--- config.mk ---
export PLATFORM = sky130hd
export DESIGN_NAME = output_arbiter_flat
export DESIGN_NICKNAME = d
export VERILOG_FILES = /design/src/rtl/output_arbiter_pkg.sv /design/src/rtl/output_arbiter_if.sv /design/src/rtl/output_arbiter_picker.sv /design/src/rtl/output_arbiter.sv /design/src/flat_wrapper.sv
export SDC_FILE = /design/constraint.sdc
export NUM_CORES = 1
export LEC_CHECK = 0
export ABC_AREA = 1
export BUFFER_PORTS_ARGS = -buffer_cell sky130_fd_sc_hd__buf_2
export CAP_MARGIN = 20
export CORE_MARGIN = 5
export CORE_UTILIZATION = 40
export DETAILED_ROUTE_END_ITERATION = 10
export PLACE_DENSITY = 0.62
export SLEW_MARGIN = 10
export SYNTH_ARGS = -nofsm -noshare
export SYNTH_HDL_FRONTEND = slang
export SYNTH_SLANG_ARGS = --single-unit
--- constraint.sdc ---
create_clock -name clk -period 3.87 [get_ports clk]
set_input_delay 0.1935 -clock clk [delete_from_list [all_inputs] [get_ports clk]]
set_output_delay 0.1935 -clock clk [all_outputs]
set_load 0.05 [all_outputs]
--- src/rtl/output_arbiter_pkg.sv ---
// Shared types and constants for the output-port round-robin arbiter.
package output_arbiter_pkg;
  localparam int ADDR_WIDTH       = 4;
  localparam int PORT_IDX_W       = $clog2(ADDR_WIDTH);
  localparam int DEFAULT_MAX_HOLD = 4;

  typedef enum logic {ARB_IDLE, ARB_GRANT} arb_state_t;
  typedef logic [PORT_IDX_W-1:0] port_idx_t;
endpackage

--- src/rtl/output_arbiter_if.sv ---
// Request/grant bundle between the input buffers and one output-port arbiter.
interface output_arbiter_if
  import output_arbiter_pkg::*;
#(
  parameter int NUM_PORTS = ADDR_WIDTH
);
  logic [NUM_PORTS-1:0] req;
  logic [NUM_PORTS-1:0] gnt;
  port_idx_t            mux_sel;
  logic                 arb_active;

  modport master (input req, output gnt, mux_sel, arb_active);
  modport slave  (output req, input gnt, mux_sel, arb_active);
endinterface

--- src/rtl/output_arbiter_picker.sv ---
// Combinational round-robin pick: first set req bit at ptr, ptr+1, ... mod NUM_PORTS.
module rr_picker #(
  parameter int NUM_PORTS = 4,
  parameter int IDX_W     = $clog2(NUM_PORTS)
) (
  input  logic [NUM_PORTS-1:0] req,
  input  logic [IDX_W-1:0]     ptr,
  output logic                 found,
  output logic [IDX_W-1:0]     idx
);
  localparam logic [IDX_W:0] NP = NUM_PORTS[IDX_W:0];

  logic [2*NUM_PORTS-1:0] dbl;
  logic [NUM_PORTS-1:0]   rot;
  logic [IDX_W-1:0]       off;
  logic [IDX_W:0]         sum;

  // Rotate so ptr lands at bit 0, take the lowest set bit, then rotate the index back.
  always_comb begin
    dbl = {req, req} >> ptr;
    rot = dbl[NUM_PORTS-1:0];
    off = '0;
    for (int i = NUM_PORTS-1; i >= 0; i--)
      if (rot[i]) off = IDX_W'(i);
    sum = {1'b0, off} + {1'b0, ptr};
    if (sum >= NP) sum = sum - NP;
    idx   = sum[IDX_W-1:0];
    found = |req;
  end
endmodule

--- src/rtl/output_arbiter.sv ---
// Round-robin arbiter for one switch output port with grant hold.
// ARB_HOLD_LIMIT_EN: when defined, an owner is released after MAX_HOLD consecutive cycles.
module output_arbiter
  import output_arbiter_pkg::*;
#(
  parameter int NUM_PORTS = ADDR_WIDTH,
  parameter int MAX_HOLD  = DEFAULT_MAX_HOLD
) (
  input  logic clk,
  input  logic rst_n,
  output_arbiter_if.master bus
);
  if (MAX_HOLD < 1 || MAX_HOLD > 255 || NUM_PORTS < 2 || NUM_PORTS > (1 << PORT_IDX_W)) begin : g_bad_cfg
    $error("output_arbiter: illegal NUM_PORTS/MAX_HOLD");
  end

  arb_state_t           state, state_n;
  logic [NUM_PORTS-1:0] gnt, gnt_n;
  port_idx_t            sel, sel_n, rr_ptr, ptr_n, nxt_ptr, pick_ptr, pick_idx;
  logic                 act, act_n, keep, pick_found;
`ifdef ARB_HOLD_LIMIT_EN
  logic [7:0]           hold_cnt, hold_n;
`endif

  assign bus.gnt        = gnt;
  assign bus.mux_sel    = sel;
  assign bus.arb_active = act;

  // While granting, the search for the next owner starts just past the current one.
  always_comb begin
    nxt_ptr  = (sel == port_idx_t'(NUM_PORTS-1)) ? '0 : sel + 1'b1;
    pick_ptr = (state == ARB_GRANT) ? nxt_ptr : rr_ptr;
  end

  rr_picker #(.NUM_PORTS(NUM_PORTS), .IDX_W(PORT_IDX_W)) u_pick (
    .req   (bus.req),
    .ptr   (pick_ptr),
    .found (pick_found),
    .idx   (pick_idx)
  );

`ifdef ARB_HOLD_LIMIT_EN
  assign keep = bus.req[sel] && (hold_cnt < 8'(MAX_HOLD));
`else
  assign keep = bus.req[sel];
`endif

  always_comb begin
    state_n = state;
    gnt_n   = gnt;
    sel_n   = sel;
    act_n   = act;
    ptr_n   = rr_ptr;
`ifdef ARB_HOLD_LIMIT_EN
    hold_n  = hold_cnt;
`endif
    if (state == ARB_GRANT && keep) begin
`ifdef ARB_HOLD_LIMIT_EN
      hold_n = hold_cnt + 8'd1;
`endif
    end else begin
      if (state == ARB_GRANT) ptr_n = nxt_ptr;
      if (pick_found) begin
        state_n         = ARB_GRANT;
        gnt_n           = '0;
        gnt_n[pick_idx] = 1'b1;
        sel_n           = pick_idx;
        act_n           = 1'b1;
`ifdef ARB_HOLD_LIMIT_EN
        hold_n          = 8'd1;
`endif
      end else begin
        // mux_sel keeps the last owner; the mux is gated off by arb_active.
        state_n = ARB_IDLE;
        gnt_n   = '0;
        act_n   = 1'b0;
`ifdef ARB_HOLD_LIMIT_EN
        hold_n  = 8'd0;
`endif
      end
    end
  end

  always_ff @(posedge clk or negedge rst_n) begin
    if (!rst_n) begin
      state    <= ARB_IDLE;
      gnt      <= '0;
      sel      <= '0;
      act      <= 1'b0;
      rr_ptr   <= '0;
`ifdef ARB_HOLD_LIMIT_EN
      hold_cnt <= 8'd0;
`endif
    end else begin
      state    <= state_n;
      gnt      <= gnt_n;
      sel      <= sel_n;
      act      <= act_n;
      rr_ptr   <= ptr_n;
`ifdef ARB_HOLD_LIMIT_EN
      hold_cnt <= hold_n;
`endif
    end
  end
endmodule
--- src/flat_wrapper.sv ---
// flat-port wrapper written by rule: the top's interface ports become plain ports
module output_arbiter_flat import output_arbiter_pkg::*;
#(
  parameter int NUM_PORTS = ADDR_WIDTH,
  parameter int MAX_HOLD  = DEFAULT_MAX_HOLD
)
  (clk, rst_n, bus_req, bus_gnt, bus_mux_sel, bus_arb_active);
  output_arbiter_if #(.NUM_PORTS(NUM_PORTS)) bus_i ();
  input  logic clk;
  input  logic rst_n;
  input wire logic [$bits(bus_i.req)-1:0] bus_req;
  output wire logic [$bits(bus_i.gnt)-1:0] bus_gnt;
  output wire logic [$bits(bus_i.mux_sel)-1:0] bus_mux_sel;
  output wire logic [$bits(bus_i.arb_active)-1:0] bus_arb_active;
  assign bus_i.req = bus_req;
  assign bus_gnt = bus_i.gnt;
  assign bus_mux_sel = bus_i.mux_sel;
  assign bus_arb_active = bus_i.arb_active;
  output_arbiter #(.NUM_PORTS(NUM_PORTS), .MAX_HOLD(MAX_HOLD)) u_core (.clk(clk), .rst_n(rst_n), .bus(bus_i));
endmodule
==> results.yml <==
setup_path:
  crit_type: "flop to flop"
  end_kind: "flop"
  cp_max_fo: 7
  critPathRequiredTime_ns: 4.07
  rrSetupSlack_ns: 1.66
  critPathLaunchType: "flop"
  arrival_ns: 2.40
sta:
  fmax_ghz: 0.4533
  hold_violations: 0
  slew_viol_final: 0
  slew_headroom: 0.7481
  period_minus_slack_ns: 2.206
  rsz0062_at_grt: "no"
  period_share: 0.5700
  worstMarginPinSlew_ns: 0.3744
  tns_ns: 0
  fin_skew_ns: 0.001619
  setup_viol: 0
yosys:
  synthesis.nets: 128
  yosys_warnings: 0
  netlist_area_um2: 733.2
  ys_ff_latch: 9
  postSynthAreaPerCell_um2: 6.060
  synth_cells: 121
  synth-seq-area-share: 0.3072
  synth.distinct_cells: 18
routing:
  drtAntennaViolNets: 0
  via_count: 775
  wl_per_cell_um: 10.13
  drtIter0Drc: 25
  vias_per_cell: 4.784
  route.detailed.drc: 0
  wl_mm: 1.641
  dr.pass1.iters: 4
floorplanning:
  rows: 15
  die_area_mm2: 0.002789
  initial_core_util: 0.4246
  boundaryPins: 13
  die_h_um: 52.82
  die_w_um: 52.82
  core_area_mm2: 0.001727
global_routing:
  grt_overflow_total: 0
  grt_max_degree: 10
  antenna_found_initial: 0
  grt_usage: 0.1334
  grt_pass1_vias: 706
  grt_pass1_wl_mm: 2.891
clock_tree:
  clk_latency_ns: 0.25
  cts_tree: "yes"
  ctsResizeCount: 0
  clk_pin_slew_worst_paths_ns: 0.07
  clk_path_buf_depth: 2
  cts_max_level: 1
  clock-sinks: 9
  cts_buffers: 3
  postCtsHoldBufs: 1
  cts_setup_buffers: 0
  root_buffer: "clkbuf_4"
placement:
  place_congestion: 0.7773
  numPortBuffers: 12
  placed_area_um2: 817.0
  hpwl_mm: 1.345
power_and_ir_drop:
  powerDensity_mw_per_mm2: 1013
  leakage_nw: 0.5162
  peakVddDrop_v: 0.0004836
layout:
  final_layout_size_suffix_gt1_frac: 0.1971
  n_antenna_cell: 0
  area_delta_synth_final_pct: 16.55
  num-nets-final: 145
  final_area_um2: 854.6
  final_cell_mix: "nand2_1, nand3_1, inv_1"
  final_common_cell: "nand2_1"
worst_hold_path:
  hold_path.class: "input pin to flop"
outcome:
  status: "finished, final reports clean"
job:
  drv_cap: 0
[cells by family after synthesis]
kind of cell,after synthesis,share of synthesized area
fa+ha+maj,1,0.01706
xor+xnor,1,0.01195
simple gates,85,0.5103
buf+inv,16,0.08704
compound gates,9,0.06656
flops,9,0.3072
[cells in the mapped netlist (all sizes together)]
| cell | number | area, um2 |
|---|---|---|
| nand3 | 18 | 90.09 |
| ha | 1 | 12.51 |
| xor2 | 1 | 8.760 |
| inv | 15 | 56.31 |
| nand2 | 60 | 247.7 |
| nor2 | 5 | 23.77 |
| dfrtp | 9 | 225.2 |
| o21ai | 6 | 30.03 |
| or2 | 1 | 6.260 |
| a21oi | 3 | 18.77 |
| buf | 1 | 7.510 |
| nor4 | 1 | 6.260 |
[path summary, 6_finish.rpt]
| check | start | end | cells after the start |
|---|---|---|---|
| setup / recovery | u_core.state$_DFFE_PN0N_ | u_core.bus.gnt[0]$_DFFE_PN0N_ | 16 |
| hold / removal | bus_req[2] | u_core.state$_DFFE_PN0N_ | 3 |
| setup reg to reg | u_core.state$_DFFE_PN0N_ | u_core.bus.gnt[0]$_DFFE_PN0N_ | 16 |
| hold reg to reg | u_core.bus.gnt[2]$_DFFE_PN0N_ | u_core.bus.gnt[2]$_DFFE_PN0N_ | 2 |
| max in group asynchronous | rst_n | u_core.rr_ptr[0]$_DFFE_PN0N_ | 2 |
| min in group asynchronous | rst_n | u_core.bus.mux_sel[1]$_DFFE_PN0P_ | 2 |
[where the power goes]
group	switching, mW	total [mW]	internal (mW)
Sequential	0.0341	0.170	0.136
Clock	0.0337	0.0718	0.0381
Combinational	0.437	0.624	0.187
Total	0.505	0.866	0.361
[area by class of cell]
type | count | area, um2
tap | 25 | 31.28
clock buffer | 3 | 22.52
timing repair buffer | 13 | 70.07
sequential | 9 | 225.2
fill | 200 | 872.1
multi-input combinational | 96 | 444.2
inverter | 15 | 56.30
clock inverter | 1 | 5.005
[per-layer routing]
metal  wire [um]  vias up  track usage
met1         809      345       0.1735
met4           0        0      0.02553
met5           0        -            0
li1            -      414            -
met3          69        0      0.01994
met2         762       16       0.2314
[stage by stage]
stage | worst slack [ns] | utilization | hold slack (ns) | cells | power, mW
4_1_cts | 1.634 | 0.4949 | 0.2048 | 162 | 0.8773
6_report | 1.664 | 0.4949 | 0.2023 | 162 | 0.8661
3_3_place_gp | 1.731 | 0.4732 | 0.05090 | 157 | 0.7903
3_5_place_dp | 1.667 | 0.4732 | 0.05420 | 157 | 0.7997
2_1_floorplan | 1.600 | - | -0.1021 | 121 | 0.6796
5_1_grt | 1.361 | 0.4949 | 0.2311 | 162 | 0.9773
[sequential cells by signal, indices dropped and copies added (netlist names)]
register	cells
u_core.bus.gnt	4
u_core.rr_ptr	2
u_core.state	1
u_core.bus.mux_sel	2
[worst max-delay path: stages (launching register included)]
cell and delay (ns):
dfrtp_1 0.46, or2_2 0.30, nand2_1 0.19, nand2_1 0.08, nand2_1 0.09, nand2_1 0.05, nand2_1 0.07, nand2_1 0.06
inv_1 0.06, ha_1 0.15, xor2_1 0.17, inv_1 0.06, nand3_1 0.10, nand2_2 0.09, nor2_2 0.10, nand2_1 0.05
nand2_1 0.06
(Power assumes the default switching activity.)
